==> config.mk <==
export PLATFORM = sky130hd
export DESIGN_NAME = threshold_sweep_ctrl
export DESIGN_NICKNAME = d
export VERILOG_FILES = /design/src/rtl/threshold_sweep_ctrl.sv
export SDC_FILE = /design/constraint.sdc
export NUM_CORES = 1
export LEC_CHECK = 0
export CAP_MARGIN = 20
export CORE_ASPECT_RATIO = 0.5
export CORE_MARGIN = 5
export CORE_UTILIZATION = 40
export DETAILED_ROUTE_END_ITERATION = 8
export GPL_ROUTABILITY_DRIVEN = 0
export SLEW_MARGIN = 20
export SYNTH_ARGS = -nofsm -noshare
export SYNTH_HDL_FRONTEND = slang
export SYNTH_SLANG_ARGS = --single-unit
==> constraint.sdc <==
create_clock -name clk -period 1.8 [get_ports clk]
set_clock_uncertainty 0.15 [all_clocks]
set_input_delay 0.27 -clock clk [delete_from_list [all_inputs] [get_ports clk]]
set_output_delay 0.27 -clock clk [all_outputs]
set_load 0.01 [all_outputs]
==> src/rtl/threshold_sweep_ctrl.sv <==
`default_nettype none
// ============================================================================
// Module   : threshold_sweep_ctrl
// Brief    : Threshold step/settle/majority-vote controller for the voltage
//            sensor; optional comparator synchronizer via SENSOR_CMP_SYNC_EN.
// Revision : 1.0 - initial release
// ============================================================================
module threshold_sweep_ctrl #(
   parameter int unsigned SETTLE_CYCLES = 16,
   parameter int unsigned SAMPLES       = 4
) (
   input  logic       clk,
   input  logic       rst,
   input  logic       start,
   input  logic       mode,
   input  logic [2:0] code_in,
   input  logic       cmp_in,
   output logic [2:0] sel_code,
   output logic       busy,
   output logic       done,
   output logic [3:0] level,
   output logic [7:0] therm
);

   typedef enum logic [2:0] {
      S_IDLE   = 3'd0,
      S_SETTLE = 3'd1,
      S_SAMPLE = 3'd2,
      S_EVAL   = 3'd3,
      S_DONE   = 3'd4
   } state_t;

   localparam logic [7:0] SETTLE_LAST = 8'(SETTLE_CYCLES - 1);
   localparam logic [7:0] SAMPLE_LAST = 8'(SAMPLES - 1);
   localparam logic [4:0] SAMPLES_W   = 5'(SAMPLES);

   state_t     state_q, state_d;
   logic       mode_q,  mode_d;
   logic [2:0] sel_q,   sel_d;
   logic [7:0] cnt_q,   cnt_d;
   logic [3:0] ones_q,  ones_d;
   logic [3:0] level_q, level_d;
   logic [7:0] therm_q, therm_d;
   logic       cmp_s;
   logic       vote;

`ifdef SENSOR_CMP_SYNC_EN
   logic [1:0] sync_q;

   always_ff @(posedge clk) begin
      if (rst) begin
         sync_q <= 2'b00;
      end else begin
         sync_q <= {sync_q[0], cmp_in};
      end
   end

   assign cmp_s = sync_q[1];
`else
   assign cmp_s = cmp_in;
`endif

   // Strict majority: 2*ones > SAMPLES, so a tie votes 0.
   assign vote = ({ones_q, 1'b0} > SAMPLES_W);

   always_ff @(posedge clk) begin
      if (rst) begin
         state_q <= S_IDLE;
         mode_q  <= 1'b0;
         sel_q   <= 3'd0;
         cnt_q   <= 8'd0;
         ones_q  <= 4'd0;
         level_q <= 4'd0;
         therm_q <= 8'h00;
      end else begin
         state_q <= state_d;
         mode_q  <= mode_d;
         sel_q   <= sel_d;
         cnt_q   <= cnt_d;
         ones_q  <= ones_d;
         level_q <= level_d;
         therm_q <= therm_d;
      end
   end

   always_comb begin
      state_d = state_q;
      mode_d  = mode_q;
      sel_d   = sel_q;
      cnt_d   = cnt_q;
      ones_d  = ones_q;
      level_d = level_q;
      therm_d = therm_q;

      case (state_q)
         S_IDLE: begin
            if (start) begin
               mode_d  = mode;
               sel_d   = mode ? 3'd0 : code_in;
               therm_d = 8'h00;
               ones_d  = 4'd0;
               cnt_d   = 8'd0;
               state_d = S_SETTLE;
            end
         end

         S_SETTLE: begin
            if (cnt_q == SETTLE_LAST) begin
               cnt_d   = 8'd0;
               state_d = S_SAMPLE;
            end else begin
               cnt_d = cnt_q + 8'd1;
            end
         end

         S_SAMPLE: begin
            if (cmp_s && (ones_q != 4'hF)) begin
               ones_d = ones_q + 4'd1;
            end
            if (cnt_q == SAMPLE_LAST) begin
               cnt_d   = 8'd0;
               state_d = S_EVAL;
            end else begin
               cnt_d = cnt_q + 8'd1;
            end
         end

         S_EVAL: begin
            therm_d[sel_q] = vote;
            ones_d         = 4'd0;
            if (mode_q) begin
               if (vote && (sel_q != 3'd7)) begin
                  sel_d   = sel_q + 3'd1;
                  state_d = S_SETTLE;
               end else if (vote) begin
                  // Every code passed; report 8 rather than wrapping the code.
                  level_d = 4'd8;
                  state_d = S_DONE;
               end else begin
                  level_d = {1'b0, sel_q};
                  state_d = S_DONE;
               end
            end else begin
               level_d = {3'b000, vote};
               state_d = S_DONE;
            end
         end

         S_DONE: begin
            state_d = S_IDLE;
         end

         default: begin
            state_d = S_IDLE;
         end
      endcase
   end

   assign sel_code = sel_q;
   assign busy     = (state_q == S_SETTLE) || (state_q == S_SAMPLE) || (state_q == S_EVAL);
   assign done     = (state_q == S_DONE);
   assign level    = level_q;
   assign therm    = therm_q;

endmodule
`default_nettype wire

# Yosys cells after proc, flatten, opt, wreduce, memory -nomap -nowiden
# Cells that the tools add are included.
[totals]
output_inout_bits = 17
inputBits = 8
elab_cells = 69
reg_bits = 31
[classes]
n_lt_le_gt_ge = 3
add_sub_neg = 3
reduce_logical = 16
mux = 25
n_eq_ne = 15
[op_table]
columns = ["cell", "n"]
rows = [
  ["two-way mux 3 bit", 9],
  ["two-way mux 8 bit", 3],
  ["one-hot mux 8 bit (3 select lines)", 1],
  ["two-way mux 4 bit", 5],
  ["one-hot mux 8 bit (2 select lines)", 1],
  ["!= test 2 bit, second input constant", 7],
  ["one-hot mux 3 bit (4 select lines)", 1],
  ["one-hot mux 4 bit (3 select lines)", 1],
  ["adder 8 x 1 -> 8 bit, second input constant", 1],
  ["bitwise mux 8 bit", 1],
  ["equality test 8 x 2 -> 1 bit, second input constant", 1],
  ["equality test 8 x 4 -> 1 bit, second input constant", 1],
  ["AND reduction 2 bit", 4],
  ["equality test 3 x 2 -> 1 bit, second input constant", 2],
  ["one-hot mux 3 bit (2 select lines)", 1],
  ["AND reduction 3 bit", 2],
  ["nonzero test 3 bit", 2],
  ["greater-than comparator 5 x 3 -> 1 bit, second input constant", 1],
  ["adder 4 x 1 -> 4 bit, second input constant", 1],
  ["less-than comparator 3 x 4 -> 1 bit, second input constant", 1],
  ["!= test 4 bit, second input constant", 1],
  ["AND reduction 4 bit", 1],
  ["adder 3 x 1 -> 3 bit, second input constant", 1],
  ["demux 1 bit (select 3 bit)", 1],
  ["9 further kinds", 12],
]

# Logic depth before layout (Yosys ltp)
# Gate-level depths: netlist of the first run.
[depth]
word_depth = 6
depth_mapped = 7
depth_no_buf = 6

# Least setup slack after synthesis of the first run
# OpenSTA, ideal clock, no wires.
[synth_path]
kind = "register to register"
start = "reg cnt_q[0]"
end = "reg cnt_q[4]"
setup_slack_ns = -0.139
t_arrival_ns = 1.667
setup_time_ns = 0.122
stages_incl_launch_ff = 6
n_path_buf = 0
period_less_slack_ns = 1.939
t_required_ns = 1.528
path_cell_list = "dfxtp_1 -> ha_1 -> or4b_4 -> nor3_4 -> a221oi_2 -> a221o_1"
[synth_between]
elab_chain_cells = 3
word_cells_on_any_way = 6
[synth_lines]
columns = ["element", "line_no", "source"]
rows = [
  ["start: declaration", "40", "logic [7:0] cnt_q, cnt_d;"],
  ["start signal: assignment", "79", "cnt_q <= cnt_d;"],
  ["adder 8 x 1 -> 8 bit (tied with other cells)", "112, 124", ""],
  ["two-way mux 8 bit, on equally long branches", "120, 108", ""],
  ["one-hot mux 8 bit (3 select lines) (*)", "95", "case (state_q)"],
]
# Mark *: on every way between the ends. The rest lies on a longest branch, timed or not.
# A chain may end at the register's enable or synchronous reset.

# Worst setup path after layout of the first run
[layout_path]
start = "reg cnt_q[1]"
end = "reg cnt_q[4]"
# Same word-level chain as after synthesis.

==> run summary, run 1 <==
outcome: complete, but fails checks
failing checks: negative setup slack
First DRT Iteration DRCs: 77
Vias: 1807
post-synthesis cell count: 215
die height: 57.08 um
Top-Level Pins: 25
Final Cell Area: 2614 um^2
largest cells by area after synthesis: dfxtp_1 35%, a21oi_1 9.3%, o21ai_0 5.1%
fin nets: 288
hold slack: 0.3276 ns
die area: 5944 um^2
fin crit share: 1.067
final setup margin: -0.1211 ns
Via density: 5.426
global-route wire length before repair: 7.955 mm
FFs w/ async S/R, synth: 0
largest net degree at the start of global routing: 14
Site Rows: 17
syn avg cell area: 8.246 um^2
cell taking the most area after synthesis: dfxtp_1
area of the multi-input gates: 1195 um^2
post-DR wirelength/cell: 14.08 um
clk sinks: 31
post-synthesis register bit count: 31
top_reg_cell synth: dfxtp_1
CP Launch Type: flip-flop
post-route minimum period: 1.921 ns
most frequent cell after synthesis: a21oi_1
flip-flop and latch area: 635.6 um^2
diode count: 0
vias in the first global route: 1700
Final setup viols: 5
Max transition margin: 0.7649
f_max: 520.5 MHz
Lkg Pwr: 1.037 nW
VDD IR max: 309.2 uV
clock insertion delay at the later pin of the skew report: 0.29 ns
Max-Cap Viols: 0
critical path arrival: 1.94 ns
GR Util All Layers: 0.1607
initial antenna violation count: 0
PD cells: 613.4 nW/um^2
Die X: 104.2 um
Routed WL: 4.690 mm
H-tree depth: 2
DRC: 0
Crit path required time: 1.82 ns
clk root buf: clkbuf_8
Yosys top cell area share: 0.3500
Post-DP HPWL: 3.432 mm
fillers: 409
Mapped Nets: 228
Slew Viols, Final: 0
Hold Crit Class: reg2reg
area growth from synthesis to layout: 47.42%
first drt pass iteration count: 4
CP Capture Type: flip-flop
Clock transition at path regs: 0.08 ns
critical path class: reg2reg
PnR Total Power: 1.603 mW
number of port buffers: 24
Yosys cell types: 50
starting density of the core: 0.4086
EDFF count, synth: 0
Yosys Warn Count: 0
Clock Path Buffers: 2
gr ovfl total: 0
Seq/Total Area, Yosys: 0.3500
placed instance area: 2346 um^2
measured slew at the worst slew-check pin: 0.3527 ns
synth cell count leaders: 33 x a21oi_1, 31 x dfxtp_1, 18 x o21ai_0
core area: 4339 um^2
CTS tree: yes
CP Max Fanout: 4
total CTS buffers: 5
antenna-violating nets left: 0
share of post-route cells with drive strength above 1: 0.3188
final hold violation count: 0
RSZ-0062 raised after global routing: true
mapped cell area: 1773 um^2
-- what timing repair did --
action / CTS / global route
setup buffers: 0 / 3
gates resized for setup: 12 / 24
endpoints found under the setup margin: 16 / 27
pin swaps: 3 / 8
hold buffers: 0 / 0
-- critical path: stages (launching register included) --
cell and delay (ns):
dfxtp_2 0.35, ha_4 0.13, or4b_4 0.49, nor3_4 0.22, buf_4 0.16, a21oi_2 0.04
a221o_1 0.26
-- final timing paths --
| check | startpoint | end | slack [ns] | cells past startpoint |
|---|---|---|---|---|
| setup / recovery | cnt_q[1] | cnt_q[4] | -0.12 | 6 |
| hold / removal | therm[5] | therm[5] | 0.33 | 2 |
| setup reg to reg | cnt_q[1] | cnt_q[4] | -0.12 | 6 |
| hold reg to reg | therm[5] | therm[5] | 0.33 | 2 |
-- cells in the final DEF, fill, tap and decap left out, types with 9 or more instances in the layout --
cell type	count
a21oi_1	29
dfxtp_1	23
nand3_1	9
o21ai_0	16
clkdlybuf4s50_1	19
nand2_1	13
or3_1	9
nor2_1	9
buf_4	41
-- registers in the layout, indices dropped and copies added, names as in the netlist --
signal	count
therm	8
ones_q	4
state_q	3
cnt_q	8
sel_code	3
level	4
mode_q	1
-- per-stage QoR --
step / setup slack (ns) / setup TNS, ns / utilization / instances
floorplan: -0.01658 / -0.01658 / - / 215
global placement: -0.1732 / -2.326 / 0.5407 / 322
detailed placement: -0.2327 / -3.445 / 0.5407 / 322
CTS: -0.07771 / -0.1784 / 0.5779 / 330
global route: -0.2081 / -0.9201 / 0.6024 / 333
finish: -0.1211 / -0.2516 / 0.6024 / 333
-- power by group --
group,switching [mW],total [mW],internal (mW)
combinational,0.0842,0.169,0.0847
clock,0.280,0.728,0.448
sequential,0.0127,0.706,0.694
total,0.377,1.60,1.23
-- cells by family after synthesis --
group	share of synthesized area
AO/OA/AOI/OAI	0.2562
XOR/XNOR	0.01976
adder cells (fa/ha/maj)	0.03529
buffers and inverters	0.04164
flip-flops	0.3500
multiplexers	0.02399
AND/OR/NAND/NOR	0.2731
-- routing by layer --
layer / vias to the layer above / track usage / part of all wire
met4: 0 / 0.03506 / 0.0094
li1: 914 / - / -
met5: - / 0 / 0
met3: 6 / 0.04746 / 0.032
met1: 860 / 0.2117 / 0.48
met2: 27 / 0.2636 / 0.47
-- area by class of cell --
class | count | share of cell area
multi-input cells | 166 | 0.4572
flip-flops and latches | 31 | 0.2432
repair buffers | 67 | 0.2216
clock buffers | 6 | 0.03159
well taps | 57 | 0.02729
clock inverters | 2 | 0.01340
inverters | 4 | 0.005744
Power figures use the tool's default switching activity.
==> inputs of run 2 (changes only) <==
- CTS_CLUSTER_DIAMETER: unset -> 150
==> results of run 2 <==
Final layout, timing and power as in run 1 (identical DEF).
